==> config.mk <==
export PLATFORM = sky130hd
export DESIGN_NAME = datapath_rr_arbiter
export DESIGN_NICKNAME = d
export VERILOG_FILES = /design/src/rtl/datapath_rr_arbiter.sv
export SDC_FILE = /design/constraint.sdc
export NUM_CORES = 1
export LEC_CHECK = 0
export ABC_AREA = 0
export ABC_CLOCK_PERIOD_IN_PS = 5410
export CORE_MARGIN = 3
export CORE_UTILIZATION = 30
export DETAILED_ROUTE_END_ITERATION = 7
export GPL_TIMING_DRIVEN = 0
export PLACE_DENSITY = 0.78
export SETUP_SLACK_MARGIN = 0.02
export SLEW_MARGIN = 20
export SYNTH_ARGS = -nofsm -noshare
export SYNTH_HDL_FRONTEND = slang
export SYNTH_SLANG_ARGS = --single-unit
==> constraint.sdc <==
create_clock -name clk_i -period 5.41 [get_ports clk_i]
set_input_delay 1.082 -clock clk_i [delete_from_list [all_inputs] [get_ports clk_i]]
set_output_delay 1.082 -clock clk_i [all_outputs]
set_load 0.01 [all_outputs]
==> src/rtl/datapath_rr_arbiter.sv <==
// Round-robin arbiter granting one of NOF_REQ requesters a bounded burst on a shared datapath.
// Optional feature: define ARB_LOCK_EN to add req_lock_i, which suspends the burst limit for the owner.
module datapath_rr_arbiter #(
  parameter int WIDTH     = 8,
  parameter int NOF_REQ   = 4,
  parameter int MAX_BURST = 4
) (
  input  logic                       clk_i,
  input  logic                       rst_i,
  input  logic [NOF_REQ-1:0]         req_valid_i,
  input  logic [NOF_REQ*WIDTH-1:0]   req_data_i,
`ifdef ARB_LOCK_EN
  input  logic [NOF_REQ-1:0]         req_lock_i,
`endif
  output logic [NOF_REQ-1:0]         req_ready_o,
  input  logic                       dp_ready_i,
  output logic                       dp_enable_o,
  output logic [WIDTH-1:0]           dp_data_o,
  output logic [NOF_REQ-1:0]         grant_o,
  output logic [$clog2(NOF_REQ)-1:0] grant_id_o,
  output logic                       busy_o
);

  localparam int IDW = $clog2(NOF_REQ);
  localparam int CW  = (MAX_BURST > 0) ? $clog2(MAX_BURST + 1) : 1;
  localparam logic [CW-1:0]  LAST_BEAT = (MAX_BURST > 0) ? CW'(MAX_BURST - 1) : '0;
  localparam logic [IDW-1:0] LAST_REQ  = IDW'(NOF_REQ - 1);

  typedef enum logic {
    IDLE  = 1'b0,
    GRANT = 1'b1
  } state_t;

  state_t         state_q, state_d;
  logic [IDW-1:0] owner_q, owner_d;
  logic [IDW-1:0] last_q, last_d;
  logic [CW-1:0]  cnt_q, cnt_d;

  logic           pick_vld;
  logic [IDW-1:0] pick_id;
  logic [IDW-1:0] cand;
  int             idx;

  logic           owner_vld;
  logic           xfer;
  logic           limit_on;
  logic           limit_hit;

  // Scan from the farthest candidate to the nearest so the nearest one after last_q wins.
  always_comb begin
    pick_vld = 1'b0;
    pick_id  = '0;
    cand     = '0;
    idx      = 0;
    for (int i = NOF_REQ; i >= 1; i--) begin
      idx = int'(last_q) + i;
      if (idx >= NOF_REQ) begin
        idx = idx - NOF_REQ;
      end
      cand = IDW'(idx);
      if (req_valid_i[cand]) begin
        pick_vld = 1'b1;
        pick_id  = cand;
      end
    end
  end

  always_comb begin
`ifdef ARB_LOCK_EN
    limit_on = (MAX_BURST > 0) && !req_lock_i[owner_q];
`else
    limit_on = (MAX_BURST > 0);
`endif
  end

  assign owner_vld = req_valid_i[owner_q];
  assign xfer      = (state_q == GRANT) && owner_vld && dp_ready_i;
  // Counter saturates while locked, so dropping the lock releases at the very next transfer.
  assign limit_hit = limit_on && (cnt_q >= LAST_BEAT);

  always_comb begin
    state_d     = state_q;
    owner_d     = owner_q;
    last_d      = last_q;
    cnt_d       = cnt_q;
    dp_enable_o = 1'b0;
    dp_data_o   = '0;
    req_ready_o = '0;
    grant_o     = '0;
    grant_id_o  = '0;
    busy_o      = 1'b0;

    case (state_q)
      IDLE: begin
        if (pick_vld) begin
          state_d = GRANT;
          owner_d = pick_id;
          cnt_d   = '0;
        end
      end

      GRANT: begin
        busy_o               = 1'b1;
        grant_o[owner_q]     = 1'b1;
        grant_id_o           = owner_q;
        dp_enable_o          = owner_vld;
        dp_data_o            = owner_vld ? req_data_i[owner_q*WIDTH +: WIDTH] : '0;
        req_ready_o[owner_q] = dp_ready_i;

        if (xfer && (cnt_q != '1)) begin
          cnt_d = cnt_q + 1'b1;
        end

        if (!owner_vld || (xfer && limit_hit)) begin
          state_d = IDLE;
          last_d  = owner_q;
          owner_d = '0;
          cnt_d   = '0;
        end
      end

      default: begin
        state_d = IDLE;
        owner_d = '0;
        cnt_d   = '0;
      end
    endcase
  end

  always_ff @(posedge clk_i or posedge rst_i) begin
    if (rst_i) begin
      state_q <= IDLE;
      owner_q <= '0;
      last_q  <= LAST_REQ;
      cnt_q   <= '0;
    end else begin
      state_q <= state_d;
      owner_q <= owner_d;
      last_q  <= last_d;
      cnt_q   <= cnt_d;
    end
  end

endmodule

==> flow_summary_export.csv <==
group,metric,value,unit
synthesis,synth_area_leaders,"dfrtp_1, mux4_2, mux4_1",
worst_setup_path,critPathLaunchType,"input pin",
placement,gp_congestion,0.818,
floorplan,coreArea,2590,µm²
power,powerDensity,378,nW/µm²
clock_network,cts_root_buf,"clkbuf_4",
cells_and_area,mostFrequentLayoutCell,"clkdlybuf4s50_1",
grt,antenna_found_initial,0,
routing,highest_layer,"met4",
sta,finalSetupViolations,0,
power,p_int,0.000352,W
synthesis,syn_area,848,µm²
clock_network,clockBufferDepth,2,
synthesis,netlist_instances,85,
power,pwr-share-seq,19.6,%
sta,fin_crit,4.02,ns
synthesis,yosys.area_share.simple,23.6,%
placement,placed_area,1470,µm²
power,combPwrFrac,72.7,%
routing,drc,0,
routing,drtIter0Drc,17,
cells_and_area,final_area,1490,µm²
grt,grt_max_degree,11,
clock_network,clkSinkCount,8,
cells_and_area,fin_cells,176,
sta,fin_hold_ws,0.515,ns
synthesis,synthAdderAreaFrac,4.42,%
clock_network,cts_max_level,1,
routing,met1Wirelength,983,µm
cells_and_area,nets,190,
grt,gr-total-overflow,0,
worst_setup_path,critPathArrivalTime,2.93,ns
synthesis,avgSynthCellArea,9.98,µm²
clock_network,postCtsSetupBuffers,0,
sta,fin_crit_sh,74.2,%
flow_run,drv_cap,0,
clock_network,cts_tree,"yes",
floorplan,num_rows,18,
synthesis,synth.mux.area_fraction,30.7,%
routing,vias,892,
power,power_leakage,0.642,nW
sta,worst_pin_slew,0.465,ns
worst_setup_path,critical_path_class,"input pin to output port",
synthesis,synth_cell_types,32,
routing,wl_met3,200,µm
floorplan,die_width,59.2,µm
sta,worst_clock_skew,0.00199,ns
sta,finalHoldViolations,0,
routing,drt_wl_total,2490,µm
cells_and_area,final_cell_mix,"clkdlybuf4s50_1, nor2_1, and3_1, inv_1",
sta,slew_viol_final,0,
worst_setup_path,crit_required,4.33,ns
floorplan,start_util,32.8,%
synthesis,ys_seq_area_share,23.9,%
sta,rsz0062_at_grt,"no",
clock_network,cts_buffers,3,
worst_setup_path,worstPathCellList,"clkdlybuf4s50_1 > mux4_2 > and3_1 > clkdlybuf4s50_1",
hold_path,hp-class,"register to register",
routing,viasPerCell,5.07,
worst_setup_path,path_delay_family,"buffers and inverters",
status,status,"finished, final reports clean",
floorplan,die_y,59.2,µm
worst_setup_path,end_kind,"output port",
synthesis,synth.top_cell.area_share,17.7,%
synthesis,yosysTopAreaCell,"dfrtp_1",
routing,drt-pass1-iter-count,4,
floorplan,dieArea,3500,µm²
cells_and_area,area_growth,75.5,%
power,vdd_drop_max,250,µV
synthesis,synthXorXnorAreaFrac,0,%
synthesis,synth_top_family_by_area,"multiplexers",
sta,final.setup.tns,0,ns
placement,dp_cells,173,
grt,grt_usage,15.2,%
worst_setup_path,crit_slowest_cell,"mux4_2",
synthesis,synth_compound_area_share,11.1,%
sta,fmax,0.249,GHz
placement,dpl.hpwl,2140,µm
worst_setup_path,critical_path.max_stage_delay,0.64,ns
synthesis,synth_seq_cells,8,
cells_and_area,antennaDiodeCount,0,
synthesis,yosys_warnings,0,
clock_network,insertion_delay,0.25,ns
routing,antenna_left,0,
power,clock_power_share,7.8,%
clock_network,ctsResizeCount,0,
floorplan,ios,59,
clock_network,postCtsHoldBufs,0,
power,p_switching,0.000212,W
worst_setup_path,crit_buf_inv,2,
cells_and_area,drive_above_1_share,13.0,%
worst_setup_path,worst_path_most_repeated_cell,"clkdlybuf4s50_1",
grt,grt_pass1_wl,4060,µm
synthesis,synthesis.nets,127,
worst_setup_path,cp_max_fo,10,
routing,wl_per_cell,14.2,µm
clock_network,clk_pin_slew,0.05,ns
grt,first_global_vias,915,
placement,io_buffers,58,
power,total_power,0.000563,W
power,p_sw_share,37.6,%
routing,dr_wl_met2,1300,µm
sta,relSlewSlack,69.0,%
-- synthesized netlist by cell type --
cell type and count:
dfrtp_1 6, clkbuf_1 1, a22o_1 4, buf_6 1
nor2_1 11, and2b_1 1, nand2_1 5, o21ai_2 1
nor4_1 1, dfstp_2 2, inv_2 1, ha_1 3
nor2b_1 3, mux4_2 6, buf_2 1, a32o_1 1
nand2_2 1, nor3b_1 1, inv_1 7, nand2b_1 5
o221ai_1 1, buf_1 1, mux2_2 1, a31oi_1 1
a211oi_1 1, o31ai_2 1, mux2i_1 2, and2_1 2
mux4_1 3, a21oi_1 1, and3_1 8, mux2_4 1
-- logic make-up after synthesis --
family | count (synthesis)
AND/OR/NAND/NOR | 38
buffers and inverters | 12
AO/OA/AOI/OAI | 11
flip-flops | 8
multiplexers | 13
adder cells (fa/ha/maj) | 3
-- worst min-delay path, stage by stage, from the launching register on --
cell	delay [ns]
dfstp_2	0.37
inv_1	0.07
mux2i_1	0.07
-- state kept, by name, indices dropped and copies added (netlist names) --
signal   cells
state_q      1
last_q       2
cnt_q        3
owner_q      2
-- final timing paths --
path / startpoint / to / slack (ns) / cells past startpoint
setup / recovery: req_valid_i[3] / dp_data_o[1] / 1.39 / 4
hold / removal: last_q[0] / last_q[0] / 0.51 / 2
setup reg to reg: cnt_q[0] / last_q[1] / 3.50 / 6
hold reg to reg: last_q[0] / last_q[0] / 0.51 / 2
max in group asynchronous: rst_i / last_q[1] / 4.07 / 2
min in group asynchronous: rst_i / cnt_q[0] / 1.07 / 2
-- power groups by stage --
stage          clock network, W  logic, W  registers (W)
2_1_floorplan                 0  0.000240       0.000106
3_3_place_gp                  0  0.000406       0.000109
3_5_place_dp                  0  0.000414       0.000111
4_1_cts               0.0000468  0.000415       0.000110
5_1_grt               0.0000485  0.000446       0.000114
6_report              0.0000437  0.000410       0.000110
-- layout make-up --
type / count / area [µm²]
repair buffers: 58 / 581
multi-input cells: 65 / 592
well taps: 30 / 37.5
clock buffers: 3 / 22.5
fillers: 242 / 1100
flip-flops and latches: 8 / 203
inverters: 8 / 30.0
plain buffers: 4 / 23.8
-- through the flow --
stage / setup WS [ns] / util (%)
global placement: 1.42 / 56.6
floorplan: 2.49 / -
detailed placement: 1.39 / 56.6
global route: 1.33 / 57.5
finish: 1.39 / 57.5
CTS: 1.40 / 57.5
-- per-layer routing --
layer / vias up / GRT usage (%)
met3: 2 / 3.92
met1: 420 / 16.0
li1: 436 / -
met5: - / 0
met2: 34 / 29.3
met4: 0 / 3.88
Power figures use the tool's default switching activity.
